[src/rtl/contador_descendente_mod.sv]
`default_nettype none
// ============================================================================
// Module      : contador_descendente_mod
// Description : Modulo-N down counter with load, enable, cascade TC and
//               one-shot (stop-at-zero) mode.
// Revision    : 1.0 - initial release
// ============================================================================
module contador_descendente_mod #(
    parameter int WIDTH   = 3,
    parameter int MODULUS = 7
) (
    input  logic             CLK,
    input  logic             RESET,
    input  logic             EN,
    input  logic             LOAD,
    input  logic             MODE,
    input  logic [WIDTH-1:0] D,
    output logic [WIDTH-1:0] Q,
    output logic             TC,
    output logic             DONE,
    output logic             LOAD_ERR
);

    generate
        if ((MODULUS < 2) || (MODULUS > (2 ** WIDTH))) begin : g_bad_modulus
            $error("contador_descendente_mod: MODULUS must satisfy 2 <= MODULUS <= 2**WIDTH");
        end
    endgenerate

    localparam logic [WIDTH:0]   c_MOD  = (WIDTH+1)'(MODULUS);
    localparam logic [WIDTH-1:0] c_MAX  = WIDTH'(MODULUS - 1);
    localparam logic [WIDTH-1:0] c_ZERO = '0;
    localparam logic [WIDTH-1:0] c_ONE  = WIDTH'(1);

    // DONE is the registered one-shot state itself.
    localparam logic [0:0] ST_COUNTING = 1'b0;
    localparam logic [0:0] ST_STOPPED  = 1'b1;

    logic [WIDTH-1:0] r_q;
    logic [0:0]       r_state;
    logic             r_load_err;
    logic             w_q_zero;
    logic             w_d_in_range;

    assign w_q_zero     = (r_q == c_ZERO);
    assign w_d_in_range = ({1'b0, D} < c_MOD);

    always_ff @(posedge CLK or posedge RESET) begin
        if (RESET) begin
            r_q        <= c_ZERO;
            r_state    <= ST_COUNTING;
            r_load_err <= 1'b0;
        end else begin
            r_load_err <= 1'b0;
            if (LOAD) begin
                // Out-of-range loads saturate to the top of the count range.
                if (w_d_in_range) begin
                    r_q <= D;
                end else begin
                    r_q        <= c_MAX;
                    r_load_err <= 1'b1;
                end
                r_state <= ST_COUNTING;
            end else if (EN) begin
                if (!w_q_zero) begin
                    r_q <= r_q - c_ONE;
                    if (MODE && (r_q == c_ONE)) begin
                        r_state <= ST_STOPPED;
                    end
                end else if (!MODE) begin
                    r_q <= c_MAX;
                end
            end
        end
    end

    assign Q        = r_q;
    assign DONE     = (r_state == ST_STOPPED);
    assign LOAD_ERR = r_load_err;
    assign TC       = EN & ~LOAD & ~MODE & w_q_zero;

endmodule
`default_nettype wire

[config.mk]
export PLATFORM = sky130hd
export DESIGN_NAME = contador_descendente_mod
export DESIGN_NICKNAME = d
export VERILOG_FILES = /design/src/rtl/contador_descendente_mod.sv
export SDC_FILE = /design/constraint.sdc
export NUM_CORES = 1
export LEC_CHECK = 0
export ABC_AREA = 1
export CAP_MARGIN = 0
export CORE_AREA = 2 2 39 41
export DETAILED_ROUTE_END_ITERATION = 16
export DIE_AREA = 0 0 41 43
export PLACE_DENSITY = 0.64
export SKIP_CTS_REPAIR_TIMING = 1
export SYNTH_ARGS = -nofsm -noshare
export SYNTH_HDL_FRONTEND = slang
export SYNTH_SLANG_ARGS = --single-unit
[constraint.sdc]
create_clock -name CLK -period 1.1 [get_ports CLK]
set_input_delay 0.275 -clock CLK [delete_from_list [all_inputs] [get_ports CLK]]
set_output_delay 0.275 -clock CLK [all_outputs]
set_load 0.05 [all_outputs]
==> metrics.txt, run 1 <==
Avg Inst Size Synth=about 7.5 um2; Tmin final=~1400 ps; RSZ-0062 raised after global routing=true; reg2reg start=Q[0]; Cell variety after synth=16; status=finished, violations left; io pins=14; Slew HR=about 86%; Placed Area=702 um2; Vias/cell=4.15; CTS Buf Count=3; Clock Sink Count=5; fin nets=95; synth cell count leaders=11 x nand2_1, 7 x inv_1, 6 x nand3_1, 6 x nor2_1, 5 x dfrtp_1; Primary FF master, synth=dfrtp_1; Slowest Stage Delay on Critical Path=between 400 and 500 ps; Setup Crit Path Kind=reg -> out; GRT Residual Overflow=0; CP Max Fanout=4; critical path data arrival time=between 1000 and 1500 ps; Post-synth EDFFs=0; DRC=0; register area share after synthesis=between 30 and 40%; asr flop ratio synth=100%; die width=roughly 41 um; synth warn=0; CTS tree=done; GR Util All Layers=12.2%; Routed wire per std cell=roughly 9 um; Iteration-0 DRC Markers=3; Reg2Reg Depth=9; H-tree Lvls=1; Max IR drop VDD=around 0.0012 V; clk_lat worst skew=240 ps; worst-path cell chain=inv_4, ha_4, nand2_4, nor2_4, buf_12; Critical Path Sink Type=primary output; Worst path slowest cell=dfrtp_2; core area=1380 um2; clock buffer depth=2; GP Congestion=about 0.78; count leader, synth=nand2_1; Max Fclk=692 MHz; Reg clk slew, reported paths=~40 ps; largest net degree at the start of global routing=9; Max Clock Skew=around 5.0 ps; Clk Tree Root Cell=clkbuf_4; Die ar.=1760 um2; Antenna Cells=0; total wire length=between 800 and 900 um; Yosys top cell by area=dfrtp_1; Max-cap violations=0; vias in the first global route=roughly 370; Hold WC Path Type=in -> async; Static Leak=0.388 nW; die height=between 40 and 50 um; fin crit share=131%; R2R setup slack=-200 ps; kind of start point of the critical path=flip-flop; Synth top area share=between 30% and 40%; Worst-Margin Slew=slightly above 200 ps; Synth area leaders=dfrtp_1 33%, nand2_1 11%, ha_1 9.8%; Worst R2R End=DONE; routed vias=slightly above 400; final setup vio count=8; FILL cells=approximately 120; post-route cell area=roughly 790 um2; Final Hold Fails=0; setup ws final=-344 ps; Initial Utilization=27.6%; port bufs=13; first-pass GRT wire length=1420 um; pwr/cell area=roughly 1700 nW/um2; Post-DRT Antenna Nets=0; row count=14; Final Slew Violations=0; critical path required time=about 800 ps; Syn-to-layout area delta=106%; syn_nets=62; setup TNS=-1210 ps; Seq cells post-synth=5; post-DP HPWL=between 700 and 800 um; layout cells sized above 1=between 40 and 50%; violated checks=setup timing; Cells after Synth=around 50; Mapped Area=382 um2; initial antenna violation count=0; drt pass-1 iters=4
-- kinds of logic (layout without fill, tap and decap cells) --
logic type | count (synthesis) | count (layout) | share of synthesized area [%]
buf+inv | 9 | 41 | 12.1
flops | 5 | 5 | 32.8
simple gates | 30 | 30 | 40.0
fa+ha+maj | 3 | 3 | 9.84
compound gates | 4 | 4 | 5.25
-- registers in the layout (all words and copies together), names as in the netlist --
name,flops
Q,3
DONE,1
LOAD_ERR,1
-- routing by layer --
layer,global-route usage (%),up-vias,share of wire [%]
met5,0,-,0
met4,4.00,0,0
met3,6.28,0,4.4
met2,19.4,9,57
met1,13.3,179,39
li1,-,223,-
-- power by group --
group | internal (mW) | switching, mW
registers | 0.228 | 0.0331
clock network | 0.137 | 0.0670
logic | 0.446 | 0.399
total | 0.811 | 0.499
-- critical path, delay by kind of cell, from the launching register on --
family,cells,cell delay (ps)
simple gates,2,160
buf+inv,2,220
fa+ha+maj,1,140
flops,1,420
-- final cells by class --
class	instances	area, um2	share of cell area, %
Timing Repair Buffer	29	328	41.7
Multi-Input combinational cell	37	245	31.2
Sequential cell	5	129	16.4
Inverter	8	37.5	4.78
Clock buffer	4	26.3	3.34
Tap cell	16	20.0	2.55
-- layout by cell type, fill, tap and decap left out, types with 2 or more instances in the layout --
| cell | n |
|---|---|
| clkdlybuf4s50_1 | 6 |
| buf_6 | 4 |
| nor2_4 | 4 |
| buf_12 | 6 |
| dfrtp_2 | 3 |
| nand3_2 | 2 |
| clkbuf_4 | 3 |
| nand3_1 | 4 |
| inv_2 | 2 |
| o21ai_0 | 2 |
| ha_1 | 2 |
| dfrtp_1 | 2 |
| nor2_1 | 5 |
| inv_1 | 4 |
| o21ai_1 | 2 |
| nand2_1 | 11 |
| buf_4 | 12 |
-- worst max-delay path by stage --
stage / start / endpoint / slack [ps]
after floorplan: Q[1] / TC / -290
after CTS: LOAD / TC / -420
final: Q[0] / TC / -340
after global routing: Q[0] / TC / -410
after global placement: LOAD / DONE / -400
after detailed placement: LOAD / DONE / -440
-- per-stage QoR --
| step | hold WS, ps | setup WS [ps] | utilization (%) | power [mW] | std cells |
|---|---|---|---|---|---|
| after global routing | 280 | -412 | 56.8 | 1.41 | 99 |
| after global placement | 485 | -401 | 50.7 | 1.01 | 92 |
| after CTS | 231 | -423 | 52.6 | 1.22 | 96 |
| after floorplan | 53.3 | -289 | - | 0.632 | 51 |
| after detailed placement | 488 | -438 | 50.7 | 1.01 | 92 |
| final | 232 | -344 | 56.8 | 1.31 | 99 |
(Power assumes the default switching activity.)
==> run 2: changes to the inputs <==
--- a/config.mk
+++ b/config.mk
@@ -10,7 +10,7 @@
 export CORE_AREA = 2 2 39 41
 export DETAILED_ROUTE_END_ITERATION = 16
 export DIE_AREA = 0 0 41 43
-export PLACE_DENSITY = 0.64
+export PLACE_DENSITY = 0.59
 export SKIP_CTS_REPAIR_TIMING = 1
 export SYNTH_ARGS = -nofsm -noshare
 export SYNTH_HDL_FRONTEND = slang
==> constraint.sdc (replaced) <==
create_clock -name CLK -period 1.3 [get_ports CLK]
set_input_delay 0.325 -clock CLK [delete_from_list [all_inputs] [get_ports CLK]]
set_output_delay 0.325 -clock CLK [all_outputs]
set_load 0.05 [all_outputs]
==> run 2 against run 1 <==
Compared with the run above: largest power group unchanged; final area fell by 5.9%; count of clock-buffer cells in the layout did not move; highest routed layer unchanged; the run still ends with setup timing left; global-route usage fell by 1.3 points; power fell by 19%.
==> metrics.txt, run 2 (synthesis results as in run 1) <==
max reg flops=3; first-pass GRT wire length=between 1000 and 1500 um; Max Clock Skew=a little over 6 ps; row count=14; Finished Core Util=about 53%; Critical Path Sink Type=primary output; Worst R2R End=Q[0]; most frequent cells in the layout=12 x buf_4, 11 x nand2_1, 6 x buf_12; RSZ-0062 raised after global routing=true; port bufs=13; Reg2Reg Depth=9; Iteration-0 DRC Markers=5; H-tree Lvls=1; CP Buf/Inv Count=2; Tmin final=between 1500 and 2000 ps; crit-path leading delay family=flip-flops; GRT Residual Overflow=0; GP Congestion=roughly 0.70; setup TNS=-269 ps; Setup Crit Path Kind=reg -> out; Vias/cell=between 4 and 5; Clock Sink Count=5; routed vias=roughly 400; fin nets=slightly above 90; Hold WC Path Type=in -> async; Final Slew Violations=0; status=finished, violations left; critical path required time=around 980 ps; Syn-to-layout area delta=93.8%; core area=1380 um2; post-place setup slack=-300 ps; multi-input logic area=245 um2; CTS tree=done; CP Max Fanout=3; Max-cap violations=0; DRC=0; CTS Buf Count=3; drt pass-1 iters=2; Max Fclk=about 660 MHz; Initial Utilization=around 28%; R2R setup slack=-30 ps; io pins=14; die width=between 40 and 50 um; Inst Count DP=87; FILL cells=about 130; worst-path cell chain=inv_2, ha_4, nand2_4, nor2_4, buf_12; kind of start point of the critical path=flip-flop; violated checks=setup timing; Post-DRT Antenna Nets=0; Max IR drop VDD=roughly 0.0011 V; Die ar.=roughly 1800 um2; Layout Cells excl Fill=95; die height=about 43 um; reg2reg start=Q[0]; Antenna Cells=0; total wire length=between 800 and 900 um; clock buffer depth=2; Final Hold Fails=0; largest net degree at the start of global routing=9; vias in the first global route=355; critical path data arrival time=approximately 1200 ps; GR Util All Layers=10.9%; Static Leak=between 0.3 and 0.4 nW; initial antenna violation count=0; pwr/cell area=1430 nW/um2; Routed wire per std cell=between 8 and 9 um; clk_lat worst skew=240 ps; Clk Tree Root Cell=clkbuf_4; register area=between 100 and 150 um2; commonest non-fill, non-tap cell in the layout=buf_4; final setup vio count=3; Worst path slowest cell=dfrtp_2; fin crit share=116%; layout cells sized above 1=45.6%; Reg clk slew, reported paths=~40 ps; Worst-Margin Slew=around 190 ps; Slew HR=between 80% and 90%; post-DP HPWL=about 660 um; Slowest Stage Delay on Critical Path=about 400 ps; setup ws final=-206 ps
run 2: worst max path at each step:
stage | to | cells past startpoint | from | slack (ps)
floorplan | TC | 4 | Q[1] | -140
global placement | TC | 5 | LOAD | -290
detailed placement | TC | 5 | LOAD | -300
CTS | TC | 5 | LOAD | -300
global route | TC | 5 | Q[0] | -270
finish | TC | 5 | Q[0] | -210
run 2: area by class of cell:
class | instances | share of cell area [%]
clock buffer | 4 | 3.55
inverter | 8 | 4.74
multi-input combinational | 37 | 33.2
sequential | 5 | 17.3
tap | 16 | 2.71
timing repair buffer | 25 | 38.6
run 2: worst reg2reg max path, stage by stage, from the launching register on:
cell and delay [ps]:
dfrtp_2 400, inv_2 80, ha_4 150, nand2_4 60
buf_4 140, buf_4 130, nor2_4 90, nor2_4 50
nand2_1 50, o21ai_1 60
run 2: power breakdown:
part / total [mW] / leakage [nW] / switching [mW] / internal (mW)
Sequential: 0.210 / 0.0613 / 0.0195 / 0.191
Combinational: 0.673 / 0.297 / 0.332 / 0.341
Clock: 0.176 / 0.0150 / 0.0605 / 0.116
run 2: per-layer routing:
metal  part of all wire (%)  global-route usage [%]  wire, um
met5                      0                       0         0
met4                      0                    6.00         0
met2                     52                    16.3       434
met1                     43                    12.3       361
met3                    4.6                    4.71        38
run 2: metrics by stage:
stage                     instance area (um2)  power (mW)  hold slack (ps)
after floorplan                           404       0.532              103
after global placement                    663       0.816              539
after detailed placement                  663       0.826              535
after CTS                                 689        1.01              278
after global routing                      739        1.13              291
final                                     739        1.06              284
